$ cat config.mk
export PLATFORM = sky130hd
export DESIGN_NAME = ps2_tx
export DESIGN_NICKNAME = d
export VERILOG_FILES = /design/src/rtl/ps2_pkg.sv /design/src/rtl/ps2_sync.sv /design/src/rtl/ps2_tx.sv
export SDC_FILE = /design/constraint.sdc
export NUM_CORES = 1
export LEC_CHECK = 0
export BUFFER_PORTS_ARGS = -buffer_cell sky130_fd_sc_hd__buf_2
export CORE_MARGIN = 3
export CORE_UTILIZATION = 45
export DETAILED_ROUTE_END_ITERATION = 16
export GPL_ROUTABILITY_DRIVEN = 0
export PLACE_DENSITY = 0.61
export SYNTH_ARGS = -nofsm -noshare
export SYNTH_HDL_FRONTEND = slang
export SYNTH_SLANG_ARGS = --single-unit
$ cat constraint.sdc
create_clock -name clk -period 5.34 [get_ports clk]
set_input_delay 0.534 -clock clk [delete_from_list [all_inputs] [get_ports clk]]
set_output_delay 0.534 -clock clk [all_outputs]
set_load 0.1 [all_outputs]
$ cat src/rtl/ps2_pkg.sv
// Shared PS/2 definitions: transmitter states, frame constants, common command codes.
package ps2_pkg;

  localparam int unsigned BITS_PER_FRAME = 11;
  localparam int unsigned ACK_EDGE       = 11;
  localparam int unsigned EDGE_CNT_W     = 4;
  // Host-to-device payload shifted out after the start bit: data[7:0], parity, stop.
  localparam int unsigned SHIFT_W        = 10;

  localparam logic [7:0] CMD_SET_LEDS = 8'hED;
  localparam logic [7:0] CMD_ENABLE   = 8'hF4;
  localparam logic [7:0] CMD_RESET    = 8'hFF;

  typedef enum logic [2:0] {
    ST_IDLE    = 3'd0,
    ST_INHIBIT = 3'd1,
    ST_START   = 3'd2,
    ST_BITS    = 3'd3,
    ST_ACK     = 3'd4,
    ST_RELEASE = 3'd5
  } ps2_state_e;

  // PS/2 uses odd parity over the eight data bits.
  function automatic logic odd_parity(input logic [7:0] data);
    return ~^data;
  endfunction

endpackage

$ cat src/rtl/ps2_sync.sv
// Three-flop synchronisers for the PS/2 clock and data lines plus a falling-edge strobe.
module ps2_sync (
  input  logic clk,
  input  logic rst,
  input  logic ps2_clk_i,
  input  logic ps2_data_i,
  output logic clk_s_o,
  output logic data_s_o,
  output logic clk_fall_c_o
);

  logic [2:0] clk_q;
  logic [2:0] data_q;

  // Shift chains; reset to 1 so an idle bus is seen straight out of reset.
  always_ff @(posedge clk) begin
    if (rst) begin
      clk_q  <= 3'b111;
      data_q <= 3'b111;
    end else begin
      clk_q  <= {clk_q[1:0], ps2_clk_i};
      data_q <= {data_q[1:0], ps2_data_i};
    end
  end

  assign clk_s_o      = clk_q[2];
  assign data_s_o     = data_q[2];
  assign clk_fall_c_o = ~clk_q[1] & clk_q[2];

endmodule

$ cat src/rtl/ps2_tx.sv
// PS/2 host-to-device command transmitter with inhibit, ACK check and inter-edge timeout.
module ps2_tx
  import ps2_pkg::*;
#(
  parameter int unsigned INHIBIT_CYCLES = 12000,
  parameter int unsigned TIMEOUT_CYCLES = 2000000
) (
  input  logic       clk,
  input  logic       rst,
  input  logic [7:0] tx_data,
  input  logic       tx_valid,
  output logic       tx_ready,
  input  logic       ps2_clk,
  input  logic       ps2_data,
  output logic       ps2_clk_oe,
  output logic       ps2_data_oe,
  output logic       tx_done,
  output logic       tx_error
);

  localparam int unsigned MAX_CYCLES = (INHIBIT_CYCLES > TIMEOUT_CYCLES) ? INHIBIT_CYCLES
                                                                         : TIMEOUT_CYCLES;
  localparam int unsigned CNT_W      = $clog2(MAX_CYCLES + 1);
  localparam logic [CNT_W-1:0]      INHIBIT_LAST = CNT_W'(INHIBIT_CYCLES - 1);
  localparam logic [CNT_W-1:0]      TIMEOUT_LAST = CNT_W'(TIMEOUT_CYCLES - 1);
  localparam logic [EDGE_CNT_W-1:0] STOP_EDGE    = EDGE_CNT_W'(BITS_PER_FRAME - 1);
  localparam logic [EDGE_CNT_W-1:0] ACK_EDGE_CNT = EDGE_CNT_W'(ACK_EDGE);

  ps2_state_e             state_q, state_d;
  logic [CNT_W-1:0]       cnt_q, cnt_d;
  logic [EDGE_CNT_W-1:0]  edge_q, edge_d, edge_inc_c;
  logic [SHIFT_W-1:0]     shift_q, shift_d;
  logic                   ack_err_q, ack_err_d;
  logic                   clk_oe_q, clk_oe_d;
  logic                   data_oe_q, data_oe_d;
  logic                   tx_ready_q, tx_ready_d;
  logic                   tx_done_q, tx_done_d;
  logic                   tx_error_q, tx_error_d;
  logic                   clk_s, data_s, clk_fall_c;
  logic                   timed_c, shift_c, finish_c, abort_c;

  ps2_sync u_sync (
    .clk          (clk),
    .rst          (rst),
    .ps2_clk_i    (ps2_clk),
    .ps2_data_i   (ps2_data),
    .clk_s_o      (clk_s),
    .data_s_o     (data_s),
    .clk_fall_c_o (clk_fall_c)
  );

  assign timed_c    = (state_q == ST_START) || (state_q == ST_BITS) ||
                      (state_q == ST_ACK)   || (state_q == ST_RELEASE);
  assign edge_inc_c = (edge_q >= ACK_EDGE_CNT) ? edge_q : edge_q + EDGE_CNT_W'(1);

  // State and datapath registers.
  always_ff @(posedge clk) begin
    if (rst) begin
      state_q    <= ST_IDLE;
      cnt_q      <= '0;
      edge_q     <= '0;
      shift_q    <= '0;
      ack_err_q  <= 1'b0;
      clk_oe_q   <= 1'b0;
      data_oe_q  <= 1'b0;
      tx_ready_q <= 1'b1;
      tx_done_q  <= 1'b0;
      tx_error_q <= 1'b0;
    end else begin
      state_q    <= state_d;
      cnt_q      <= cnt_d;
      edge_q     <= edge_d;
      shift_q    <= shift_d;
      ack_err_q  <= ack_err_d;
      clk_oe_q   <= clk_oe_d;
      data_oe_q  <= data_oe_d;
      tx_ready_q <= tx_ready_d;
      tx_done_q  <= tx_done_d;
      tx_error_q <= tx_error_d;
    end
  end

  // Next-state, frame sequencing and timeout supervision.
  always_comb begin
    state_d   = state_q;
    cnt_d     = cnt_q;
    edge_d    = edge_q;
    shift_d   = shift_q;
    ack_err_d = ack_err_q;
    shift_c   = 1'b0;
    finish_c  = 1'b0;
    abort_c   = 1'b0;
    case (state_q)
      ST_IDLE: begin
        if (tx_valid && tx_ready_q) begin
          state_d   = ST_INHIBIT;
          cnt_d     = '0;
          edge_d    = '0;
          shift_d   = {1'b1, odd_parity(tx_data), tx_data};
          ack_err_d = 1'b0;
        end
      end
      ST_INHIBIT: begin
        if (cnt_q == INHIBIT_LAST) begin
          state_d = ST_START;
          cnt_d   = '0;
          edge_d  = '0;
        end else begin
          cnt_d = cnt_q + CNT_W'(1);
        end
      end
      ST_START, ST_BITS: begin
        if (clk_fall_c) begin
          shift_c = 1'b1;
          shift_d = shift_q >> 1;
          edge_d  = edge_inc_c;
          state_d = (edge_inc_c == STOP_EDGE) ? ST_ACK : ST_BITS;
        end
      end
      ST_ACK: begin
        if (clk_fall_c && (edge_inc_c == ACK_EDGE_CNT)) begin
          ack_err_d = data_s;
          edge_d    = edge_inc_c;
          state_d   = ST_RELEASE;
        end
      end
      ST_RELEASE: begin
        if (clk_s && data_s) begin
          finish_c = 1'b1;
          state_d  = ST_IDLE;
        end
      end
      default: state_d = ST_IDLE;
    endcase
    // Device must keep clocking; any gap of TIMEOUT_CYCLES abandons the frame.
    if (timed_c && !finish_c) begin
      if (clk_fall_c) begin
        cnt_d = '0;
      end else if (cnt_q == TIMEOUT_LAST) begin
        abort_c = 1'b1;
        state_d = ST_IDLE;
      end else begin
        cnt_d = cnt_q + CNT_W'(1);
      end
    end
    if (finish_c || abort_c) begin
      cnt_d  = '0;
      edge_d = '0;
    end
  end

  // Output decode, registered alongside the state.
  always_comb begin
    clk_oe_d   = (state_d == ST_INHIBIT);
    data_oe_d  = 1'b0;
    tx_done_d  = finish_c | abort_c;
    tx_error_d = abort_c | (finish_c & ack_err_q);
    // Ready stays low on the done cycle so a waiting request starts one cycle later.
    tx_ready_d = (state_d == ST_IDLE) & ~tx_done_d;
    case (state_d)
      ST_INHIBIT:     data_oe_d = (cnt_d == INHIBIT_LAST);
      ST_START:       data_oe_d = 1'b1;
      ST_BITS, ST_ACK: data_oe_d = shift_c ? ~shift_q[0] : data_oe_q;
      default:        data_oe_d = 1'b0;
    endcase
  end

  assign tx_ready    = tx_ready_q;
  assign ps2_clk_oe  = clk_oe_q;
  assign ps2_data_oe = data_oe_q;
  assign tx_done     = tx_done_q;
  assign tx_error    = tx_error_q;

endmodule

# ---- After elaboration in Yosys (flattened, before gate mapping)
# Index checks and enable logic that the tools add are counted.
dict set report word_totals {
  ff_bits 50
  output_inout_bits 5
  elab_cells 101
  input_bits 13
}
dict set report classes {
  n_bitwise 8
  n_eq_ne 19
  n_lt_le_gt_ge 1
  n_addsub 2
  reduce_logical 21
  mux 38
}
# operator n
set ops {}
lappend ops {{two-way mux 21 bit} 6}
lappend ops {{equality test 21 x 14 -> 1 bit (second input constant)} 2}
lappend ops {{one-hot mux 21 bit (2 select lines)} 1}
lappend ops {{two-way mux 3 bit} 9}
lappend ops {{adder 21 x 1 -> 21 bit (second input constant)} 1}
lappend ops {{equality test 21 bit (second input constant)} 1}
lappend ops {{two-way mux 10 bit} 2}
lappend ops {{two-way mux 4 bit} 5}
lappend ops {{one-hot mux 10 bit (2 select lines)} 1}
lappend ops {{one-hot mux 4 bit (4 select lines)} 1}
lappend ops {{one-hot mux 3 bit (5 select lines)} 1}
lappend ops {{equality test 3 x 2 -> 1 bit (second input constant)} 4}
lappend ops {{two-way mux 1 bit} 10}
lappend ops {{equality test 3 bit (second input constant)} 3}
lappend ops {{equality test 4 bit (second input constant)} 2}
lappend ops {{!= test 2 bit (second input constant)} 4}
lappend ops {{XNOR reduction 8 bit} 1}
lappend ops {{equality test 3 x 1 -> 1 bit (second input constant)} 2}
lappend ops {{zero test 3 bit} 2}
lappend ops {{AND reduction 3 bit} 2}
lappend ops {{OR reduction 2 bit} 3}
lappend ops {{AND reduction 5 bit} 1}
lappend ops {{adder 4 x 1 -> 4 bit (second input constant)} 1}
lappend ops {{greater-or-equal comparator 4 bit (second input constant)} 1}
lappend ops {{11 further kinds} 23}

# ---- Depth between registers and ports, before layout
# Gate-level depths: netlist of run 1.
dict set report depth {
  word_depth 12
  depth_mapped 11
  depth_no_buf 9
}

# ---- Modules after synthesis
# A second synthesis of run 1 with hierarchy kept.
dict set report unflattened {
  hier_cells 393
  hier_area_um2 3140.5
}
# module instances seq_area_each_um2 area_each_um2 cells_per_inst
set by_module_without_submodules {}
lappend by_module_without_submodules {ps2_tx 1 880.8 2976.6 380}
lappend by_module_without_submodules {ps2_sync 1 120.1 163.9 13}

# ---- Worst setup path before layout of run 1
# OpenSTA, ideal clock, no wires.
dict set report synth_timing {
  kind {register to register}
  startpoint {register tx_ready_q, in the netlist tx_ready}
  endpoint {register data_oe_q, in the netlist ps2_data_oe}
  n_path_buf 0
  arrival_time_ps 2708
  stages_incl_launch_ff 9
  slack_ps 2557
  setup_ps 75
  synth_period_minus_slack_ps 2783
  required_ps 5265
  cell_sequence {dfxtp_1 > a21oi_1 > o311a_1 > a21oi_1 > nor2_1 > a221oi_2 > nor4b_2 > nand4_1 > o22ai_1}
}
dict set report synth_between {
  elab_chain_cells 9
  elab_cells_between_ends 20
  classes_between {eq/ne (6); mux (12); reduce/logical (2)}
}
# element line_no
set synth_lines {}
lappend synth_lines {{start, declared} ps2_tx.sv:36} ;# logic tx_ready_q, tx_ready_d;
lappend synth_lines {{start signal, assigned} ps2_tx.sv:77} ;# tx_ready_q <= tx_ready_d;
lappend synth_lines {{logical AND 1 bit (*)} ps2_tx.sv:95} ;# if (tx_valid && tx_ready_q) begin
lappend synth_lines {{two-way mux 21 bit / two-way mux 3 bit (equally long branches)} ps2_tx.sv:95}
lappend synth_lines {{one-hot mux 21 bit (2 select lines) / one-hot mux 3 bit (5 select lines) (equally long branches)} ps2_tx.sv:93} ;# case (state_q)
lappend synth_lines {{two-way mux 21 bit / two-way mux 3 bit (equally long branches)} ps2_tx.sv:139} ;# end else if (cnt_q == TIMEOUT_LAST) begin
lappend synth_lines {{two-way mux 21 bit / two-way mux 3 bit (equally long branches)} ps2_tx.sv:137} ;# if (clk_fall_c) begin
lappend synth_lines {{two-way mux 21 bit / two-way mux 3 bit (equally long branches)} ps2_tx.sv:136} ;# if (timed_c && !finish_c) begin
lappend synth_lines {{two-way mux 21 bit, or another cell as far along} ps2_tx.sv:146} ;# if (finish_c || abort_c) begin
lappend synth_lines {{equality test 21 x 14 -> 1 bit / OR reduction 2 bit (equally long branches)} {ps2_tx.sv:161, ps2_tx.sv:160}}
lappend synth_lines {{one-hot mux 1 bit (3 select lines) / != test 2 bit (equally long branches)} --}
lappend synth_lines {{end signal, assigned} ps2_tx.sv:76} ;# data_oe_q <= data_oe_d;
lappend synth_lines {{end, declared} ps2_tx.sv:35} ;# logic data_oe_q, data_oe_d;
# Mark *: on every way between the ends. The rest lies on a longest branch, timed or not.
# A chain may end at the register's enable or synchronous reset.

# ---- Final worst setup path of run 1
dict set report layout_timing {
  startpoint {register cnt_q[7]}
  endpoint {register data_oe_q, in the netlist ps2_data_oe}
}
dict set report layout_between {
  elab_chain_cells 9
  elab_cells_between_ends 27
  classes_between {add/sub (1); eq/ne (8); mux (16); reduce/logical (2)}
}
# element line_no
set layout_lines {}
lappend layout_lines {{start, declared} ps2_tx.sv:30} ;# logic [CNT_W-1:0] cnt_q, cnt_d;
lappend layout_lines {{start signal, assigned} ps2_tx.sv:71} ;# cnt_q <= cnt_d;
lappend layout_lines {{adder 21 x 1 -> 21 bit / equality test 21 x 14 -> 1 bit (equally long branches)} {ps2_tx.sv:109, ps2_tx.sv:143, ps2_tx.sv:104}}
lappend layout_lines {{two-way mux 21 bit / two-way mux 3 bit (equally long branches)} ps2_tx.sv:104} ;# if (cnt_q == INHIBIT_LAST) begin
lappend layout_lines {{one-hot mux 21 bit (2 select lines) / one-hot mux 3 bit (5 select lines) (equally long branches)} ps2_tx.sv:93}
lappend layout_lines {{two-way mux 21 bit / two-way mux 3 bit (equally long branches)} ps2_tx.sv:139}
lappend layout_lines {{two-way mux 21 bit / two-way mux 3 bit (equally long branches)} ps2_tx.sv:137}
lappend layout_lines {{two-way mux 21 bit / two-way mux 3 bit (equally long branches)} ps2_tx.sv:136}
lappend layout_lines {{two-way mux 21 bit, or another cell as far along} ps2_tx.sv:146}
lappend layout_lines {{equality test 21 x 14 -> 1 bit / OR reduction 2 bit (equally long branches)} {ps2_tx.sv:161, ps2_tx.sv:160}}
lappend layout_lines {{one-hot mux 1 bit (3 select lines) / != test 2 bit (equally long branches)} --}
# Parallel ways exist; a longest one is shown, timed or not.

==> summary.txt, run 1 <==
Layout Nets: 410
GR Util All Layers: 0.220
Leakage: 1.11 nW
initial antenna violation count: 0
max-slew violations: 0
most frequent cells in the layout: 51 x nand2_1, 50 x dfxtp_1, 36 x nor2_1
Syn Nets: 406
CTS Buf Count: 5
Crit Path Category: register to register
CTS tree: built
Die Span Y: 88.1 µm
CTS Hold Bufs: 0
number of flops mapped to enable cells by yosys: 0
Final Hold Vio Count: 0
Worst setup SP type: register
top_reg_cell synth: dfxtp_1
commonest non-fill, non-tap cell in the layout: nand2_1
area leader, netlist: dfxtp_1
Syn Inst Count: 391
Ys Warns: 0
Final Power: 0.805 mW
routed wire length: 8340 µm
asr flop ratio synth: 0
Arr. time, crit path: 3500 ps
DR vias: 3056
Final ANT Viol Nets: 0
Via density: 6.46
post_cts resized: 0
core area: 6460 µm²
Area growth, synth to finish: 6.72%
reg2reg setup slack: 2090 ps
Critical path origin: cnt_q[7]
share of layout cells above drive strength 1: 0.126
Max Fclk: 307 MHz
Critical R2R Launch: cnt_q[7]
Reg clk slew, reported paths: 100 ps
first-pass GRT wire length: 13600 µm
DR iter-0 viols: 316
clk_lat worst skew: 310 ps
drc violations: 0
Hold Crit Class: register to register
HPWL Detailed: 6020 µm
vias in the first global route: 2720
number of synthesized register bits: 50
PortBufs: 17
row cnt: 29
top-area cell type share of the netlist area: 0.330
die span in x: 88.1 µm
transition time of the tightest slew-check pin: 902 ps
largest net degree at the start of global routing: 29
Sink Count: 50
max incr delay on CP: 570 ps
fillcell total: 641
Distinct cells, synth: 74
top cells by area, synth: dfxtp_1 33%, nand2_1 6.3%, nor2_1 4.5%, a21oi_1 4.3%, a311oi_1 2.6%
CP Max Fanout: 15
Tmin final: 3250 ps
syn_area_per_cell: 7.76 µm²
max cap viols: 0
slowest CP cell: or4b_4
clock root buffer: clkbuf_8
Seq/Total Area, Yosys: 0.330
worst r2r dst: ps2_data_oe
worst-path cell chain: or4b_4 > or4_4 > o21ai_2 > a22oi_1 > a21o_1 > nor4_1 > nand4_1 > o22ai_1
I/O Pins: 18
RSZ-0062 raised after global routing: false
first-pass iteration count of the detailed router: 6
Max-slew headroom: 0.393
# Post-CTS Setup Buffers: 0
status: completed
Diodes inserted: 0
end of the critical path: ps2_data_oe
Setup TNS: 0 ps
post-DR wirelength/cell: 17.6 µm
Final setup violation count: 0
VDD IR-drop max: 0.129 mV
Initial Util: 0.470
PwrDens: 249 nW/µm²
Worst EP required: 5580 ps
H-tree levels: 2
Max Clock Skew: 13.4 ps
clock buffer depth: 2
CP Capture Type: register
global route overflow: 0
worst r2r path cells: 8
mapped cell area: 3030 µm²
Final period util: 0.609
die footprint: 7760 µm²
==> state kept, by name, indices dropped and copies added, names as in the netlist <==
name and count:
state_q 3, shift_q 10, cnt_q 21, edge_q 4
u_sync.data_q 3, u_sync.clk_q 3, ps2_clk_oe 1, tx_error 1
ps2_data_oe 1, tx_done 1, ack_err_q 1, tx_ready 1
==> worst max-delay path: cells and delay by family, from the launching register on <==
kind / cells / cell delay (ps)
DFF: 1 / 410
AOI/OAI and AO/OA: 4 / 1030
and+or+nand+nor: 4 / 1750
==> logic make-up after synthesis <==
| family | after synthesis | synth area share |
|---|---|---|
| DFF | 50 | 0.330 |
| xor gates and xnor gates | 9 | 0.0260 |
| AOI/OAI and AO/OA | 114 | 0.263 |
| and+or+nand+nor | 186 | 0.331 |
| buffers and inverters | 30 | 0.0421 |
| adders and majority gates | 2 | 0.00825 |
==> synthesized netlist by cell type, types with 3 or more instances <==
library cell,count
buf_2,3
a31oi_1,8
nor2_1,36
nor4_1,10
a22oi_1,7
xnor2_1,7
nor2b_1,6
nor3b_1,4
inv_1,8
a311oi_1,9
and2_1,3
o211ai_1,3
o21ai_0,14
or2_2,10
nor3_1,7
clkbuf_1,16
a21oi_1,26
o21a_1,5
a211oi_1,4
nand4_1,6
dfxtp_1,50
a21o_1,5
nand4b_1,6
nand2b_1,7
nand3_1,10
nand2_1,51
or3_1,5
and3_1,6
o22ai_1,3
==> power by group <==
| part | internal (mW) | switching, mW | leakage (nW) |
|---|---|---|---|
| registers | 0.391 | 0.0133 | 0.407 |
| logic | 0.0526 | 0.0990 | 0.648 |
| clock network | 0.119 | 0.130 | 0.0544 |
==> layout make-up <==
type / count / area (µm²) / area share
well taps: 77 / 96.3 / 0.0298
inverters: 8 / 30.0 / 0.00927
clock inverters: 1 / 8.76 / 0.00270
multi-input cells: 311 / 1910 / 0.588
flip-flops and latches: 50 / 1000 / 0.309
repair buffers: 19 / 100 / 0.0309
clock buffers: 7 / 96.3 / 0.0298
==> through the flow <==
step                      cells   util  hold slack, ps  setup slack [ps]  cell area [µm²]
after floorplan             391      -             389              2560             3030
after global placement      465  0.485             393              2200             3130
after detailed placement    465  0.485             399              2140             3130
after CTS                   473  0.501             403              2120             3240
after global routing        473  0.501             414              1840             3240
final                       473  0.501             408              2090             3240
==> per-layer routing <==
metal	part of all wire	routed length, µm	global-route usage
met1	0.43	3630	0.292
met2	0.46	3840	0.368
met3	0.076	630	0.0329
met4	0.029	244	0.0714
met5	0	0	0
==> how the worst min path moves through the flow <==
stage | endpoint | slack (ps) | startpoint | depth (start not counted)
4_1_cts | u_sync.clk_q[0] | 400 | ps2_clk | 2
6_report | u_sync.clk_q[1] | 410 | u_sync.clk_q[0] | 1
2_1_floorplan | u_sync.clk_q[1] | 390 | u_sync.clk_q[0] | 1
3_3_place_gp | u_sync.clk_q[1] | 390 | u_sync.clk_q[0] | 1
5_1_grt | u_sync.data_q[0] | 410 | ps2_data | 2
3_5_place_dp | u_sync.data_q[1] | 400 | u_sync.data_q[0] | 1
Power figures use the tool's default switching activity.
==> run 2, diff against run 1 <==
--- a/config.mk
+++ b/config.mk
@@ -10,7 +10,7 @@
 export CORE_UTILIZATION = 45
 export DETAILED_ROUTE_END_ITERATION = 16
 export GPL_ROUTABILITY_DRIVEN = 0
-export PLACE_DENSITY = 0.61
+export PLACE_DENSITY = 0.63
 export SYNTH_ARGS = -nofsm -noshare
 export SYNTH_HDL_FRONTEND = slang
 export SYNTH_SLANG_ARGS = --single-unit
==> constraint.sdc (replaced) <==
create_clock -name clk -period 2.7 [get_ports clk]
set_input_delay 0.27 -clock clk [delete_from_list [all_inputs] [get_ports clk]]
set_output_delay 0.27 -clock clk [all_outputs]
set_load 0.1 [all_outputs]
==> summary.txt, run 2 (synthesized netlist as in run 1, its figures left out) <==
I/O Pins: 18
CTS Buf Count: 5
largest net degree at the start of global routing: 29
post-DR wirelength/cell: 16.6 µm
max FFs per register: 21
first-pass iteration count of the detailed router: 5
Diodes inserted: 0
Hold Path End: u_sync.data_q[0]
Hold Crit Class: input pin to register
fillcell total: 628
max-slew violations: 0
Via density: 6.10
RSZ-0062 raised after global routing: true
clock root buffer: clkbuf_8
row cnt: 29
status: completed
worst r2r dst: ps2_data_oe
Final period util: 0.967
Setup TNS: 0 ps
core area: 6460 µm²
Die Span Y: 88.1 µm
Reg clk slew, reported paths: 110 ps
Final ANT Viol Nets: 0
hold-critical path depth: 2
VDD IR-drop max: 0.287 mV
clock buffer depth: 2
worst r2r path cells: 8
Sink Count: 50
max cap viols: 0
Worst EP required: 2960 ps
first-pass GRT wire length: 14000 µm
vias in the first global route: 2889
Max Clock Skew: 8.17 ps
most frequent cells in the layout: 50 x nand2_1, 48 x dfxtp_1, 44 x buf_4
routed wire length: 8570 µm
DR iter-0 viols: 317
clk_lat worst skew: 320 ps
die footprint: 7760 µm²
Max Fclk: 383 MHz
Tmin final: 2610 ps
DP Worst Slack: -24.8 ps
global route overflow: 0
commonest non-fill, non-tap cell in the layout: nand2_1
PortBufs: 17
transition time of the tightest slew-check pin: 508 ps
die span in x: 88.1 µm
GR Util All Layers: 0.231
DR vias: 3156
HPWL Detailed: 6410 µm
hold path start: ps2_data
Critical R2R Launch: cnt_q[7]
Worst setup SP type: register
final setup margin: 89.2 ps
Layout Nets: 454
PwrDens: 451 nW/µm²
share of layout cells above drive strength 1: 0.239
Crit Path Category: register to register
CP Max Fanout: 5
H-tree levels: 2
Top reg by flops: cnt_q
Area growth, synth to finish: 20.2%
Leakage: 1.34 nW
Initial Util: 0.470
drc violations: 0
Final Hold Vio Count: 0
CTS tree: built
# placed instances: 508
CP Capture Type: register
final cell count without fillers: 517
largest registers: cnt_q: 21 flops, shift_q: 10 flops, edge_q: 4 flops
reg2reg setup slack: 90 ps
Arr. time, crit path: 2870 ps
initial antenna violation count: 0
Max-slew headroom: 0.661
Final setup violation count: 0
==> run 2: critical path, stage by stage, from the launching register on <==
cell      delay (ps)
dfxtp_2          330
or4b_4           530
or4_4            490
o21ai_4          250
a21oi_2          110
a221oi_2         340
nor4b_4          260
nand4_1          120
o22ai_1          120
==> run 2: area by class of cell <==
type	count	area, µm²	area share
Tap cell	77	96.3	0.0264
Inverter	8	30.0	0.00823
Multi-Input combinational cell	311	1970	0.541
Clock buffer	5	68.8	0.0189
Clock inverter	3	28.8	0.00789
Timing Repair Buffer	63	447	0.122
Sequential cell	50	1000	0.275
==> run 2: per-stage QoR <==
stage               power, mW  cell area, µm²   util  hold slack [ps]
floorplan                1.03            3040      -              374
global placement         1.16            3480  0.538              392
detailed placement       1.16            3480  0.538              394
CTS                      1.65            3600  0.558              122
global route             1.73            3650  0.565              130
finish                   1.65            3650  0.565              128
==> run 2: repair_timing <==
action | CTS | global route
pin swaps | 1 | 7
hold buffers | 0 | 0
endpoints found under the setup margin | 1 | 11
gates resized for setup | 3 | 11
buffers inserted | 1 | 0
==> run 2: how the worst max path moves through the flow <==
| stage | slack [ps] | end | start | depth (start not counted) |
|---|---|---|---|---|
| CTS | 30 | ps2_data_oe | cnt_q[7] | 8 |
| finish | 90 | ps2_data_oe | cnt_q[7] | 8 |
| detailed placement | -20 | ps2_data_oe | cnt_q[7] | 8 |
| global placement | 10 | ps2_data_oe | cnt_q[7] | 8 |
| floorplan | 20 | ps2_data_oe | cnt_q[7] | 9 |
| global route | -50 | ps2_data_oe | cnt_q[7] | 8 |
==> run 2: per-layer routing <==
| metal | track usage | vias to the layer above | part of all wire |
|---|---|---|---|
| met4 | 0.0797 | 0 | 0.019 |
| met3 | 0.0395 | 14 | 0.064 |
| met1 | 0.334 | 1469 | 0.49 |
| li1 | - | 1556 | - |
| met5 | 0 | - | 0 |
| met2 | 0.347 | 117 | 0.43 |
==> run 2: power breakdown <==
part | switching [mW] | internal [mW] | total [mW]
clock | 0.297 | 0.195 | 0.491
combinational | 0.213 | 0.147 | 0.360
sequential | 0.0222 | 0.773 | 0.796
==> run 3, diff against run 2 <==
--- a/config.mk
+++ b/config.mk
@@ -11,6 +11,7 @@
 export DETAILED_ROUTE_END_ITERATION = 16
 export GPL_ROUTABILITY_DRIVEN = 0
 export PLACE_DENSITY = 0.63
+export RECOVER_POWER = 25
 export SYNTH_ARGS = -nofsm -noshare
 export SYNTH_HDL_FRONTEND = slang
 export SYNTH_SLANG_ARGS = --single-unit
==> summary.txt, run 3 (synthesized netlist as in run 1, its figures left out) <==
worst path bufs/invs: 0
Via density: 6.10
Crit Path Category: register to register
transition time of the tightest slew-check pin: 1180 ps
fillcell total: 630
max FFs per register: 21
H-tree levels: 2
# placed instances: 508
die span in x: 88.1 µm
CTS Buf Count: 5
most frequent cells in the layout: 50 x nand2_1, 48 x dfxtp_1, 43 x buf_4
Final ANT Viol Nets: 0
Final Hold Vio Count: 0
drc violations: 0
routed wire length: 8550 µm
max incr delay on CP: 530 ps
Reg power frac: 0.484
share of layout cells above drive strength 1: 0.223
Tmin final: 2610 ps
Worst EP required: 2960 ps
worst r2r dst: ps2_data_oe
switching power total: 0.532 mW
initial antenna violation count: 0
Arr. time, crit path: 2860 ps
Sink Count: 50
hold-critical path depth: 2
cell internal pwr: 1.11 mW
VDD IR-drop max: 0.289 mV
Critical R2R Launch: cnt_q[7]
row cnt: 29
die footprint: 7760 µm²
Critical path origin: cnt_q[7]
slowest CP cell: or4b_4
end of the critical path: ps2_data_oe
Hold Crit Class: input pin to register
Worst setup SP type: register
reg2reg setup slack: 90 ps
GR Util All Layers: 0.231
Seq. cell area: 1000 µm²
Leakage: 1.32 nW
max-slew violations: 0
largest registers: cnt_q: 21 flops, shift_q: 10 flops, edge_q: 4 flops
global route overflow: 0
status: completed
Final period util: 0.965
PortBufs: 17
Reg clk slew, reported paths: 110 ps
worst r2r path cells: 8
max cap viols: 0
Die Span Y: 88.1 µm
RSZ-0062 raised after global routing: true
largest net degree at the start of global routing: 29
clock root buffer: clkbuf_8
post-DR wirelength/cell: 16.5 µm
Final setup violation count: 0
vias in the first global route: 2889
Max Clock Skew: 7.60 ps
Area growth, synth to finish: 19.9%
CP Capture Type: register
Layout Nets: 454
Crit. path cell count: 8
clock share of power: 0.299
Max-slew headroom: 0.217
CP Max Fanout: 5
Multi-input gate area: 1970 µm²
core area: 6460 µm²
worst-path cell chain: or4b_4 > or4_4 > o21ai_4 > a21oi_2 > a221oi_2 > nor4b_4 > nand4_1 > o22ai_1
I/O Pins: 18
PwrDens: 452 nW/µm²
HPWL Detailed: 6410 µm
commonest non-fill, non-tap cell in the layout: nand2_1
Diodes inserted: 0
first-pass iteration count of the detailed router: 5
clock buffer depth: 2
DR iter-0 viols: 299
clk_lat worst skew: 320 ps
Comb power frac: 0.217
Top reg by flops: cnt_q
DR vias: 3153
final cell count without fillers: 517
Max Fclk: 384 MHz
Initial Util: 0.470
first-pass GRT wire length: 14000 µm
CP delay by family, top: simple AND/OR/NAND/NOR gates
final core utilization: 0.563
Switching Fraction: 0.323
CTS tree: built
-- run 3: changes by cell type in the layout (fill, tap and decap cells not counted), sizes merged --
cell | before | now
clkbuf | 5 | 11
buf | 63 | 57
-- run 3: how the worst min path moves through the flow --
stage,from,to,slack (ps)
floorplan,ps2_clk,u_sync.clk_q[0],370
global placement,u_sync.data_q[0],u_sync.data_q[1],390
detailed placement,u_sync.data_q[0],u_sync.data_q[1],390
CTS,ps2_data,u_sync.data_q[0],120
global route,ps2_data,u_sync.data_q[0],130
finish,ps2_data,u_sync.data_q[0],120
-- run 3: worst reg2reg max path: stages, from the launching register on --
cell and delay, ps:
dfxtp_2 330, or4b_4 530, or4_4 490, o21ai_4 250, a21oi_2 110, a221oi_2 340, nor4b_4 260, nand4_1 120
o22ai_1 120
-- run 3: layer usage --
| metal | track usage | routed length, µm | up-vias |
|---|---|---|---|
| li1 | - | - | 1556 |
| met1 | 0.334 | 4200 | 1458 |
| met4 | 0.0797 | 170 | 0 |
| met3 | 0.0395 | 520 | 15 |
| met5 | 0 | 0 | - |
| met2 | 0.347 | 3660 | 124 |
-- run 3: timing repair --
action	CTS	global route
pin swaps	1	7
hold endpoints to repair	0	0
gates resized for setup	3	11
hold buffers	0	0
buffers inserted	1	0
endpoints found under the setup margin	1	11
-- run 3: final cells by class --
| type | instances | share of cell area |
|---|---|---|
| clock buffer | 5 | 0.0189 |
| inverter | 8 | 0.00826 |
| sequential | 50 | 0.276 |
| timing repair buffer | 63 | 0.120 |
| multi-input combinational | 311 | 0.542 |
| clock inverter | 3 | 0.00791 |
| tap | 77 | 0.0265 |
-- run 3: per-stage QoR --
step	cell area, µm²	total power, mW	setup TNS [ps]	setup slack, ps	hold WS (ps)
after floorplan	3040	1.03	0	23.7	374
after global placement	3480	1.16	0	14.4	392
after detailed placement	3480	1.16	-24.8	-24.8	394
after CTS	3600	1.65	0	28.1	122
after global routing	3640	1.72	-50.5	-50.5	130
final	3640	1.64	0	94.1	124
-- run 3: power by group through the flow --
| stage | Clock (mW) | Sequential (mW) | Combinational [mW] |
|---|---|---|---|
| CTS | 0.500 | 0.795 | 0.350 |
| floorplan | 0 | 0.833 | 0.201 |
| finish | 0.492 | 0.796 | 0.356 |
| global route | 0.535 | 0.802 | 0.386 |
| detailed placement | 0 | 0.812 | 0.346 |
| global placement | 0 | 0.811 | 0.345 |
